### src/rtl/exc_pkg.sv
`default_nettype none
// +--------------------------------------------------------------------+
// | exc_pkg : shared types, vector constants and decode helpers        |
// | Revision: 1.0                                                      |
// +--------------------------------------------------------------------+
package exc_pkg;

  typedef enum logic [1:0] {
    EXC_IDLE    = 2'd0,
    EXC_PENDING = 2'd1,
    EXC_HANDLER = 2'd2
  } exc_state_e;

  typedef enum logic [1:0] {
    CAUSE_ILLEGAL = 2'd0,
    CAUSE_LS      = 2'd1,
    CAUSE_DIV0    = 2'd2,
    CAUSE_ADDR    = 2'd3
  } exc_cause_e;

  localparam logic [15:0] VEC_ILLEGAL = 16'h02BC;
  localparam logic [15:0] VEC_LS      = 16'h02E4;
  localparam logic [15:0] VEC_DIV0    = 16'h030C;
  localparam logic [15:0] VEC_ADDR    = 16'h0334;

  function automatic logic vec_is_valid(input logic [15:0] addr);
    return (addr == VEC_ILLEGAL) || (addr == VEC_LS) ||
           (addr == VEC_DIV0)    || (addr == VEC_ADDR);
  endfunction

  function automatic exc_cause_e vec_to_cause(input logic [15:0] addr);
    exc_cause_e c;
    case (addr)
      VEC_LS:   c = CAUSE_LS;
      VEC_DIV0: c = CAUSE_DIV0;
      VEC_ADDR: c = CAUSE_ADDR;
      default:  c = CAUSE_ILLEGAL;
    endcase
    return c;
  endfunction

endpackage
`default_nettype wire

### src/rtl/inst_age_cmp.sv
`default_nettype none
// +--------------------------------------------------------------------+
// | inst_age_cmp : ROB-relative age comparison of two inst numbers     |
// | Revision: 1.0                                                      |
// +--------------------------------------------------------------------+
module inst_age_cmp #(
  parameter int INST_W = 6
) (
  input  logic [INST_W-1:0] a,
  input  logic [INST_W-1:0] b,
  input  logic [INST_W-1:0] head,
  output logic              a_older
);

  logic [INST_W-1:0] w_a_dist;
  logic [INST_W-1:0] w_b_dist;

  // Distance from the head wraps naturally in INST_W bits.
  assign w_a_dist = a - head;
  assign w_b_dist = b - head;
  assign a_older  = (w_a_dist < w_b_dist);

endmodule
`default_nettype wire

### src/rtl/exc_commit_ctrl.sv
`default_nettype none
// +--------------------------------------------------------------------+
// | exc_commit_ctrl : precise-exception commit / eret redirect control |
// | Revision: 1.0                                                      |
// +--------------------------------------------------------------------+
module exc_commit_ctrl
  import exc_pkg::*;
#(
  parameter int INST_W = 6,
  parameter int PC_W   = 16
) (
  input  logic              clk,
  input  logic              reset_n,
  input  logic [PC_W-1:0]   handler_address,
  input  logic [INST_W-1:0] exc_inst_num,
  input  logic              rob_head_valid,
  input  logic [INST_W-1:0] rob_head_inst_num,
  input  logic [PC_W-1:0]   rob_head_pc,
  input  logic              eret,
  output logic              flush,
  output logic              redirect_valid,
  output logic [PC_W-1:0]   redirect_pc,
  output logic [PC_W-1:0]   epc,
  output logic [1:0]        cause,
  output logic              in_handler
);

  exc_state_e        state_q, state_d;
  logic [PC_W-1:0]   pend_addr_q, pend_addr_d;
  logic [INST_W-1:0] pend_inst_q, pend_inst_d;
  exc_cause_e        pend_cause_q, pend_cause_d;
  logic              flush_q, flush_d;
  logic              redir_valid_q, redir_valid_d;
  logic [PC_W-1:0]   redir_pc_q, redir_pc_d;
  logic [PC_W-1:0]   epc_q, epc_d;
  exc_cause_e        cause_q, cause_d;

  logic              w_exc_valid;
  exc_cause_e        w_exc_cause;
  logic              w_new_older;
  logic              w_commit;

  assign w_exc_valid = vec_is_valid(16'(handler_address));
  assign w_exc_cause = vec_to_cause(16'(handler_address));
  assign w_commit    = rob_head_valid && (rob_head_inst_num == pend_inst_q);

  inst_age_cmp #(
    .INST_W (INST_W)
  ) u_age_cmp (
    .a       (exc_inst_num),
    .b       (pend_inst_q),
    .head    (rob_head_inst_num),
    .a_older (w_new_older)
  );

  always_comb begin
    state_d       = state_q;
    pend_addr_d   = pend_addr_q;
    pend_inst_d   = pend_inst_q;
    pend_cause_d  = pend_cause_q;
    flush_d       = 1'b0;
    redir_valid_d = 1'b0;
    redir_pc_d    = redir_pc_q;
    epc_d         = epc_q;
    cause_d       = cause_q;
    case (state_q)
      EXC_IDLE: begin
        if (w_exc_valid) begin
          pend_addr_d  = handler_address;
          pend_inst_d  = exc_inst_num;
          pend_cause_d = w_exc_cause;
          state_d      = EXC_PENDING;
        end
      end
      EXC_PENDING: begin
        // Commit wins over a same-cycle arrival: the flush squashes it.
        if (w_commit) begin
          flush_d       = 1'b1;
          redir_valid_d = 1'b1;
          redir_pc_d    = pend_addr_q;
          epc_d         = rob_head_pc;
          cause_d       = pend_cause_q;
          pend_addr_d   = '0;
          pend_inst_d   = '0;
          pend_cause_d  = CAUSE_ILLEGAL;
          state_d       = EXC_HANDLER;
        end else if (w_exc_valid && w_new_older) begin
          pend_addr_d  = handler_address;
          pend_inst_d  = exc_inst_num;
          pend_cause_d = w_exc_cause;
        end
      end
      EXC_HANDLER: begin
        if (eret) begin
          flush_d       = 1'b1;
          redir_valid_d = 1'b1;
          redir_pc_d    = epc_q + PC_W'(4);
          state_d       = EXC_IDLE;
        end
      end
      default: state_d = EXC_IDLE;
    endcase
  end

  always_ff @(posedge clk or negedge reset_n) begin
    if (!reset_n) begin
      state_q       <= EXC_IDLE;
      pend_addr_q   <= '0;
      pend_inst_q   <= '0;
      pend_cause_q  <= CAUSE_ILLEGAL;
      flush_q       <= 1'b0;
      redir_valid_q <= 1'b0;
      redir_pc_q    <= '0;
      epc_q         <= '0;
      cause_q       <= CAUSE_ILLEGAL;
    end else begin
      state_q       <= state_d;
      pend_addr_q   <= pend_addr_d;
      pend_inst_q   <= pend_inst_d;
      pend_cause_q  <= pend_cause_d;
      flush_q       <= flush_d;
      redir_valid_q <= redir_valid_d;
      redir_pc_q    <= redir_pc_d;
      epc_q         <= epc_d;
      cause_q       <= cause_d;
    end
  end

  assign flush          = flush_q;
  assign redirect_valid = redir_valid_q;
  assign redirect_pc    = redir_pc_q;
  assign epc            = epc_q;
  assign cause          = cause_q;
  assign in_handler     = (state_q == EXC_HANDLER);

endmodule
`default_nettype wire

### config.mk
export PLATFORM = sky130hd
export DESIGN_NAME = exc_commit_ctrl
export DESIGN_NICKNAME = d
export VERILOG_FILES = /design/src/rtl/exc_pkg.sv /design/src/rtl/inst_age_cmp.sv /design/src/rtl/exc_commit_ctrl.sv
export SDC_FILE = /design/constraint.sdc
export NUM_CORES = 1
export LEC_CHECK = 0
export ABC_CLOCK_PERIOD_IN_PS = 8200
export CORE_ASPECT_RATIO = 1.1
export CORE_MARGIN = 2
export CORE_UTILIZATION = 52
export DETAILED_ROUTE_END_ITERATION = 10
export PLACE_DENSITY = 0.91
export SYNTH_ARGS = -nofsm -noshare
export SYNTH_HDL_FRONTEND = slang
export SYNTH_SLANG_ARGS = --single-unit
### constraint.sdc
create_clock -name clk -period 8.2 [get_ports clk]
set_input_delay 1.64 -clock clk [delete_from_list [all_inputs] [get_ports clk]]
set_output_delay 1.64 -clock clk [all_outputs]
set_load 0.02 [all_outputs]
* Word-level counts from Yosys, hierarchy flattened
Cells that the tools add are included.
** Storage, ports and cells
- Flip-flop bits (word level) :: 61
- Input port bits :: 48
- Output and inout bits :: 37
- Logic and storage cells :: 58
** Cells by class
- Add/subtract/negate cells :: 3
- Magnitude comparators :: 1
- Equality and inequality tests :: 11
- Mux-type cells :: 23
- Reduce and logical (&&, ||, !) cells :: 12
** Operators by type and width (number)
- two-way mux 16 bit :: 5
- == test 16 x 10 -> 1 bit, second input constant :: 4
- one-hot mux 16 bit (2 select lines) :: 2
- two-way mux 6 bit :: 3
- adder 16 x 3 -> 16 bit, second input constant :: 1
- two-way mux 2 bit :: 6
- one-hot mux 2 bit (3 select lines) :: 2
- one-hot mux 6 bit (2 select lines) :: 1
- subtractor 6 bit :: 2
- AND reduction 3 bit :: 3
- == test 6 bit :: 1
- less-than comparator 6 bit :: 1
- inequality test 2 bit, second input constant :: 3
- one-hot mux 2 bit (2 select lines) :: 1
- nonzero test 2 bit :: 2
- logical OR 1 bit :: 3
- inequality test 3 bit, second input constant :: 1
- == test 2 x 1 -> 1 bit, second input constant :: 1
- == test 2 bit, second input constant :: 1
- logical AND 1 bit :: 2
- zero test 2 bit :: 1
- two-way mux 1 bit :: 2
- one-hot mux 1 bit (2 select lines) :: 1
- AND reduction 2 bit :: 1

* Logic depth before layout (Yosys ltp)
Gate-level depths: netlist of run 1.
- Depth after elaboration :: 8
- Depth in mapped cells :: 15
- Mapped depth without buffers :: 14

* Hierarchy
Synthesis of run 1 repeated with hierarchy kept, for this count alone.
** Second synthesis, totals
- Cells, all modules :: 345
- Area, all modules :: 3697.3 µm²
** By module, submodules not included
- exc_commit_ctrl :: instances 1, cells each 277, area an instance 3161.8 µm², seq. area each 1526.5 µm²
- inst_age_cmp :: instances 1, cells each 68, area an instance 535.5 µm², seq. area each 0.0 µm²

* Worst setup path before layout of run 1
OpenSTA, ideal clock, no wires.
- Path kind :: input to register
- Start :: in rob_head_inst_num[1]
- End :: reg pend_addr_q[3]
- Setup time :: 0.069 ns
- Data arrival time :: 4.271 ns
- Required time :: 8.131 ns
- Setup slack :: 3.860 ns
- Stages on the path :: 14
- Path buffers :: 1
- Cell sequence :: inv_1 > ha_1 > a21o_1 > a21o_1 > a21o_1 > a21oi_1 > xor2_1 > ha_1 > nand4_1 > o211ai_1 > o211a_1 > clkbuf_1 > a22oi_1 > nand3_1
** Between the ends
- Longest elaborated chain between the ends :: 5
- Elaborated cells between the ends (all ways) :: 10
- Those cells by class :: 2 x add/sub; 1 x order compare; 2 x eq/ne; 2 x mux; 3 x reduce/logical
** Ends and longest elaborated chain
- start: declaration :: RTL line exc_commit_ctrl.sv:17 : input logic [INST_W-1:0] rob_head_inst_num,
- subtractor 6 bit (on tied branches) :: RTL line inst_age_cmp.sv:19, inst_age_cmp.sv:20
- less-than comparator 6 bit :: RTL line inst_age_cmp.sv:21 : assign a_older = (w_a_dist < w_b_dist);
- logical AND 1 bit :: RTL line exc_commit_ctrl.sv:87 : end else if (w_exc_valid && w_new_older) begin
- inequality test 3 bit (no source line)
- AND reduction 3 bit (no source line)
- end signal: assignment :: RTL line exc_commit_ctrl.sv:118 : pend_addr_q <= pend_addr_d;
- end: declaration :: RTL line exc_commit_ctrl.sv:29 : logic [PC_W-1:0] pend_addr_q, pend_addr_d;
Several ways; a longest one is shown, not always the timed one.
A chain may end at the register's enable or synchronous reset.

* Worst setup path after layout of run 1
- Start :: in rob_head_inst_num[3]
- End :: reg pend_addr_q[8]
Same word-level chain as after synthesis.

==> results of run 1 <==
==> kinds of logic (layout without fill, tap and decap cells) <==
logic type	Yosys count	in the layout	synth area share (%)
AOI/OAI and AO/OA	86	86	16.25
buffers and inverters	32	118	3.719
and+or+nand+nor	121	121	17.46
muxes	25	25	7.507
DFF	61	61	42.01
xor gates and xnor gates	21	21	5.062
adders and majority gates	22	22	7.989
==> worst register-to-register path: cells and delay by family, from the launching register on <==
| kind | cells | cell delay [ns] |
|---|---|---|
| AO/OA/AOI/OAI | 1 | 0.10 |
| adder cells (fa/ha/maj) | 1 | 0.36 |
| flip-flops | 1 | 0.43 |
| AND/OR/NAND/NOR | 5 | 2.41 |
==> through the flow <==
step                power (mW)  area (sq um)
floorplan               0.9683          3633
global placement         1.195          4519
detailed placement       1.230          4519
CTS                      1.499          4708
global route             1.596          4708
finish                   1.499          4708
==> layout by cell type (no fill, tap or decap), types with 3 or more instances in the layout <==
cell type	count
clkdlybuf4s50_1	83
dfrtp_1	61
nand2_1	54
o21ai_0	29
ha_1	20
nand3_1	19
mux2_2	18
inv_1	16
xnor2_1	13
nor2_1	11
a22oi_1	11
a22o_1	10
a21o_1	9
nor2b_1	9
clkbuf_8	9
xor2_1	8
a21oi_1	8
mux2i_1	7
nand4_1	4
nand2b_1	4
o211ai_1	4
nor4b_2	3
and3_1	3
buf_4	3
==> state kept, by name, indices dropped and copies added, names as in the netlist <==
| name | flops |
|---|---|
| redirect_pc | 16 |
| pend_addr_q | 16 |
| epc | 16 |
| pend_cause_q | 2 |
| state_q | 2 |
| redirect_valid | 1 |
| cause | 2 |
| pend_inst_q | 6 |
==> path summary, 6_finish.rpt <==
path,startpoint,to,slack [ns],cells past startpoint
worst max-delay path,rob_head_inst_num[3],pend_addr_q[8],3.40,9
worst min-delay path,redirect_pc[2],redirect_pc[2],0.49,2
worst max register to register,pend_inst_q[2],pend_addr_q[8],4.76,7
worst min register to register,redirect_pc[2],redirect_pc[2],0.49,2
max in group asynchronous,reset_n,epc[9],6.25,2
min in group asynchronous,reset_n,redirect_pc[12],1.45,2
==> area by class of cell <==
class | instances | area (sq um)
repair buffers | 87 | 858.3
clock inverters | 6 | 65.06
multi-input cells | 275 | 1972
clock buffers | 9 | 123.9
inverters | 16 | 60.06
fillers | 499 | 1963
well taps | 82 | 102.6
flip-flops and latches | 61 | 1526
==> power by group through the flow <==
| stage | logic (mW) | registers, mW | clock network, mW |
|---|---|---|---|
| detailed placement | 0.756 | 0.474 | 0 |
| global placement | 0.724 | 0.470 | 0 |
| CTS | 0.764 | 0.470 | 0.264 |
| floorplan | 0.450 | 0.518 | 0 |
| global route | 0.834 | 0.484 | 0.278 |
| finish | 0.767 | 0.472 | 0.261 |
==> metal layers <==
layer	up-vias	global-route usage, %	wire length (microns)
met4	0	8.737	164
met5	-	0	0
met1	1536	31.28	3704
li1	1480	-	-
met3	15	3.600	515
met2	123	41.40	4545
==> qor.tcl, run 1 <==
set qor(gp_congestion) 0.8209
set qor(synth_area_per_cell_sq_um) 9.874
set qor(synth_top_cell_by_area) {dfrtp_1}
set qor(cts_made_buffers) 9
set qor(avgViaCountPerCell) 5.884
set qor(yosys.cell_count.top_type) {dfrtp_1}
set qor(hold_ws_ns) 0.4889
set qor(outcome) {complete, no violations}
set qor(total_switching_power_uw) 624.9
set qor(cap_violations) 0
set qor(nets) 520
set qor(hpwlAfterDp_mm) 6.449
set qor(critPathMaxFanout) 22
set qor(cellInternalPower_uw) 874.5
set qor(power.share.combinational_pct) 51.1
set qor(post_cts_buffers) 0
set qor(timing.critical_path.buf_inv) 2
set qor(post_cts_resize_count) 0
set qor(worstPathArrival_ns) 5.01
set qor(setup.worst_path.end_class) {flip-flop}
set qor(post_synth_inst_count) 368
set qor(clkTransAtPathRegs_ns) 0.07
set qor(p_seq_share_pct) 31.5
set qor(die-width_microns) 83.70
set qor(post_drt_wl_per_cell_microns) 16.66
set qor(grt_pass1_vias) 2995
set qor(core-area_sq_um) 6671
set qor(worstSkewPairLatency_ns) 0.34
set qor(dp_worst_setup_slack_ns) 3.095
set qor(final_layout_size_suffix_gt1_share_pct) 10.35
set qor(synth.cell_area_sq_um) 3633
set qor(cp_slowest_cell) {nand4_1}
set qor(drt_first_pass_iters) 4
set qor(ctsLongestPathBuffers) 2
set qor(first_pass_grt_wire_length_mm) 14.80
set qor(fp-row-count) 31
set qor(timing.critical_path.from_type) {primary input}
set qor(part_of_the_total_power_dissipated_in_the_clock_network_pct) 17.4
set qor(period_share_pct) 58.58
set qor(timing.critical_path.cells) {clkdlybuf4s50_1, inv_1, ha_1, and4_1, nand4_1, nand2_1, nor2_2, nor3_4, o21ai_1}
set qor(detail_route.iter0.violations) 255
set qor(overflow) 0
set qor(final_core_util_pct) 70.57
set qor(final_cell_count_without_fillers) 536
set qor(irDropWorstVdd_mv) 0.1900
set qor(report.final.setup_viol) 0
set qor(timing.final.ws_setup_ns) 3.396
set qor(die_height_microns) 91.67
set qor(maximum_number_of_pins_on_one_net_before_global_route_repair) 62
set qor(area_growth_pct) 29.58
set qor(setup.worst_path.class) {primary input to flip-flop}
set qor(ys_top_cells_by_area) {dfrtp_1 (42%), ha_1 (6.9%), mux2_2 (5.6%)}
set qor(p_per_cell_area_nw_per_um2) 318.5
set qor(cts_hold_repair_buffers) 0
set qor(netlist_top_cells_count) {dfrtp_1 (61), nand2_1 (54), o21ai_0 (29)}
set qor(synth_edf_count) 0
set qor(antenna_cells_inserted) 0
set qor(synthArstFlopShare_pct) 100.0
set qor(cts_tree) {built}
set qor(yosys_warnings) 0
set qor(critPathTopFamily) {simple AND/OR/NAND/NOR gates}
set qor(antenna_violations_before_repair) 0
set qor(rsz0062_at_grt) {no}
set qor(timing.clock.skew_ns) 0.01130
set qor(tns_ns) 0
set qor(sw_frac_of_total_pct) 41.68
set qor(report.final.slew_viol_count) 0
set qor(clock_sink_count) 61
set qor(count_of_final_hold_check_violations) 0
set qor(synth_sequential_area_ratio_pct) 42.01
set qor(critPathMaxStageDelay_ns) 0.96
set qor(ys_ff_latch) 61
set qor(synthFlopType) {dfrtp_1}
set qor(ant_nets) 0
set qor(min_path_type) {flip-flop to flip-flop}
set qor(placement.io_buffers) 84
set qor(grtUsageTotal_pct) 24.20
set qor(synth_nets) 438
set qor(routed_via_count) 3154
set qor(min_cycle_time_layout_ns) 4.804
set qor(cts.htree.levels) 3
set qor(floorplan.io_pins) 85
set qor(timing.fmax_mhz) 208.2
set qor(synth.distinct_cells) 46
set qor(netlist.area_leader.share_pct) 42.01
set qor(cts.root.buffer_cell) {clkbuf_8}
set qor(leakagePower_nw) 2.082
set qor(initial_utilization_pct) 54.46
set qor(max_slew.worst_pin.slew_ns) 1.229
set qor(worst-endpoint-required_ns) 8.40
set qor(max_slew_margin_pct) 17.80
set qor(drt_total_wl_mm) 8.930
set qor(drc_errors) 0
set qor(placedCellCount) 521
set qor(die_area_sq_um) 7673
Note: power is estimated with default switching activity, not from simulation.
==> run 2, diff against run 1 <==
- ABC_CLOCK_PERIOD_IN_PS: 8200 -> 4900
- CORE_UTILIZATION: 52 -> 50
- PLACE_DENSITY: 0.91 -> 0.88
- clock period: 8.2 -> 4.9 ns (I/O delays scaled with it)
==> qor.tcl, run 2 (same netlist as run 1, synthesis figures left out) <==
set qor(fp-row-count) 32 ;# +3.2%
set qor(leakagePower_nw) 2.098 ;# +0.77%
set qor(placement.io_buffers) 84 ;# unchanged
set qor(area_growth_pct) 30.37
set qor(design_power_total_mw) 2.516 ;# +68%
set qor(outcome) {complete, no violations}
set qor(max_slew_margin_pct) 50.65 ;# +33 points
set qor(max_slew.worst_pin.slew_ns) 0.7403 ;# -0.4891 ns
set qor(critPathTopFamily) {compound AO/OA/AOI/OAI gates}
set qor(tns_ns) 0 ;# unchanged
set qor(timing.critical_path.buf_inv) 2 ;# unchanged
set qor(cts_made_buffers) 9 ;# unchanged
set qor(nets) 522 ;# +0.38%
set qor(min_cycle_time_layout_ns) 4.129
set qor(setup.worst_path.end_class) {flip-flop}
set qor(avgViaCountPerCell) 5.854 ;# -0.52%
set qor(cts.htree.levels) 3 ;# unchanged
set qor(regToRegStartpoint) {pend_inst_q[1]}
set qor(timing.critical_path.from_type) {primary input}
set qor(detail_route.iter0.violations) 216 ;# -15%
set qor(post_drt_wl_per_cell_microns) 16.42 ;# -1.5%
set qor(post_cts_resize_count) 0 ;# unchanged
set qor(maximum_number_of_pins_on_one_net_before_global_route_repair) 62 ;# unchanged
set qor(antenna_cells_inserted) 0 ;# unchanged
set qor(hold_depth) 2 ;# unchanged
set qor(final_core_util_pct) 67.22 ;# -3.4 points
set qor(cap_violations) 0 ;# unchanged
set qor(core-area_sq_um) 7047 ;# +5.6%
set qor(drc_errors) 0 ;# unchanged
set qor(cts.root.buffer_cell) {clkbuf_8}
set qor(layout.cells.most_common) {clkdlybuf4s50_1}
set qor(worst-endpoint-required_ns) 5.16 ;# -3.24 ns
set qor(cts_tree) {built}
set qor(setup.worst_path.class) {primary input to flip-flop}
set qor(worstSkewPairLatency_ns) 0.34 ;# about the same
set qor(irDropWorstVdd_mv) 0.3419 ;# +80%
set qor(drt_first_pass_iters) 5 ;# +1
set qor(grt_pass1_vias) 3158 ;# +5.4%
set qor(cp_slowest_cell) {o211a_1}
set qor(drt_total_wl_mm) 8.865 ;# -0.73%
set qor(period_share_pct) 84.27
set qor(count_of_final_hold_check_violations) 0 ;# unchanged
set qor(timing.critical_path.cells) {clkdlybuf4s50_1, inv_1, ha_1, a21o_1, a21o_1, a21o_1, a21oi_1, xor2_1, ha_1, nand4_1, o211ai_1, o211a_1, nor3_4, o21ai_1}
set qor(hold-path-endpoint) {redirect_pc[4]}
set qor(clock_sink_count) 61 ;# unchanged
set qor(layout.cells.most_common_list) {clkdlybuf4s50_1 (83), dfrtp_1 (61), nand2_1 (54)}
set qor(p_per_cell_area_nw_per_um2) 531.2 ;# +67%
set qor(initial_utilization_pct) 51.56 ;# -2.9 points
set qor(antenna_violations_before_repair) 0 ;# unchanged
set qor(gp_congestion) 0.7943 ;# -3.2%
set qor(crit_path_frequent_cell) {a21o_1}
set qor(ctsLongestPathBuffers) 2 ;# unchanged
set qor(post_cts_buffers) 0 ;# unchanged
set qor(ff2ff_setup_slack_ns) 1.56 ;# -3.20 ns
set qor(final_layout_size_suffix_gt1_share_pct) 10.33 ;# -0.023 points
set qor(r2r.worst_path.cells) 12 ;# +5
set qor(critPathMaxFanout) 13 ;# -41%
set qor(hold_ws_ns) 0.4755 ;# -0.01334 ns
set qor(cts_hold_repair_buffers) 0 ;# unchanged
set qor(worst_hold_startpoint) {redirect_pc[4]}
set qor(grtUsageTotal_pct) 23.29 ;# -0.90 points
set qor(die_area_sq_um) 7966 ;# +3.8%
set qor(die_height_microns) 93.41 ;# +1.9%
set qor(hpwlAfterDp_mm) 6.589 ;# +2.2%
set qor(report.final.slew_viol_count) 0 ;# unchanged
set qor(rsz0062_at_grt) {no}
set qor(min_path_type) {flip-flop to flip-flop}
set qor(worstPathArrival_ns) 4.39 ;# -0.62 ns
set qor(die-width_microns) 85.28 ;# +1.9%
set qor(overflow) 0 ;# unchanged
set qor(routed_via_count) 3161 ;# +0.22%
set qor(clkTransAtPathRegs_ns) 0.06 ;# about the same
set qor(timing.clock.skew_ns) 0.003538 ;# -0.007767 ns
set qor(timing.fmax_mhz) 242.2
set qor(floorplan.io_pins) 85 ;# unchanged
set qor(critical_path.reg2reg.endpoint) {pend_cause_q[1]}
set qor(report.final.setup_viol) 0 ;# unchanged
set qor(first_pass_grt_wire_length_mm) 14.65 ;# -1.0%
set qor(critPathMaxStageDelay_ns) 0.55 ;# -0.41 ns
set qor(ant_nets) 0 ;# unchanged
## run 2: cell count changes in the layout (fill, tap and decap cells not counted), sizes merged
cell      previous run  this run
buf                  4         6
clkinv               4         0
clkinvlp             1         0
clkbuf               9        13
## run 2: worst reg2reg max path, cell delays in order (launching register included)
cell	delay, ns
dfrtp_1	0.44
ha_1	0.31
a21o_1	0.18
a21o_1	0.20
a21o_1	0.19
a21oi_1	0.18
xor2_1	0.10
ha_1	0.31
nand4_1	0.09
o211ai_1	0.39
o211a_1	0.55
nor3_4	0.15
o21ai_1	0.18
## run 2: worst max path at each step
stage | to | from | slack [ns] | cells past startpoint
floorplan | pend_addr_q[3] | rob_head_inst_num[1] | 1.22 | 14
global placement | pend_cause_q[1] | rob_head_inst_num[1] | 0.65 | 14
detailed placement | pend_cause_q[1] | rob_head_inst_num[1] | 0.51 | 14
CTS | pend_cause_q[1] | rob_head_inst_num[1] | 0.83 | 14
global route | pend_cause_q[1] | rob_head_inst_num[1] | 0.57 | 14
finish | pend_cause_q[1] | rob_head_inst_num[1] | 0.77 | 14
## run 2: final cells by class
| type | count | area (sq um) |
|---|---|---|
| Clock buffer | 13 | 168.9 |
| Clock inverter | 1 | 30.03 |
| Fill cell | 534 | 2310 |
| Inverter | 16 | 60.06 |
| Multi-Input combinational cell | 275 | 1972 |
| Sequential cell | 61 | 1526 |
| Tap cell | 85 | 106.4 |
| Timing Repair Buffer | 89 | 873.3 |
## run 2: routing by layer
| metal | vias to the layer above | GRT usage [%] | wire length, microns |
|---|---|---|---|
| li1 | 1478 | - | - |
| met1 | 1514 | 28.05 | 3557 |
| met2 | 142 | 39.71 | 4527 |
| met3 | 27 | 4.943 | 520 |
| met4 | 0 | 10.85 | 259 |
| met5 | - | 0 | 0 |
## run 2: power breakdown
part	total [mW]	leakage (nW)	internal, mW	switching [mW]
logic	1.28	1.20	0.579	0.697
registers	0.790	0.794	0.651	0.139
clock network	0.450	0.102	0.271	0.179
## run 2: per-stage QoR
step                instance area, sq um  setup slack (ns)  instances
global placement                    4538            0.6512        526
floorplan                           3633             1.220        368
detailed placement                  4538            0.5138        526
global route                        4737            0.5740        540
CTS                                 4737            0.8266        540
finish                              4737            0.7708        540
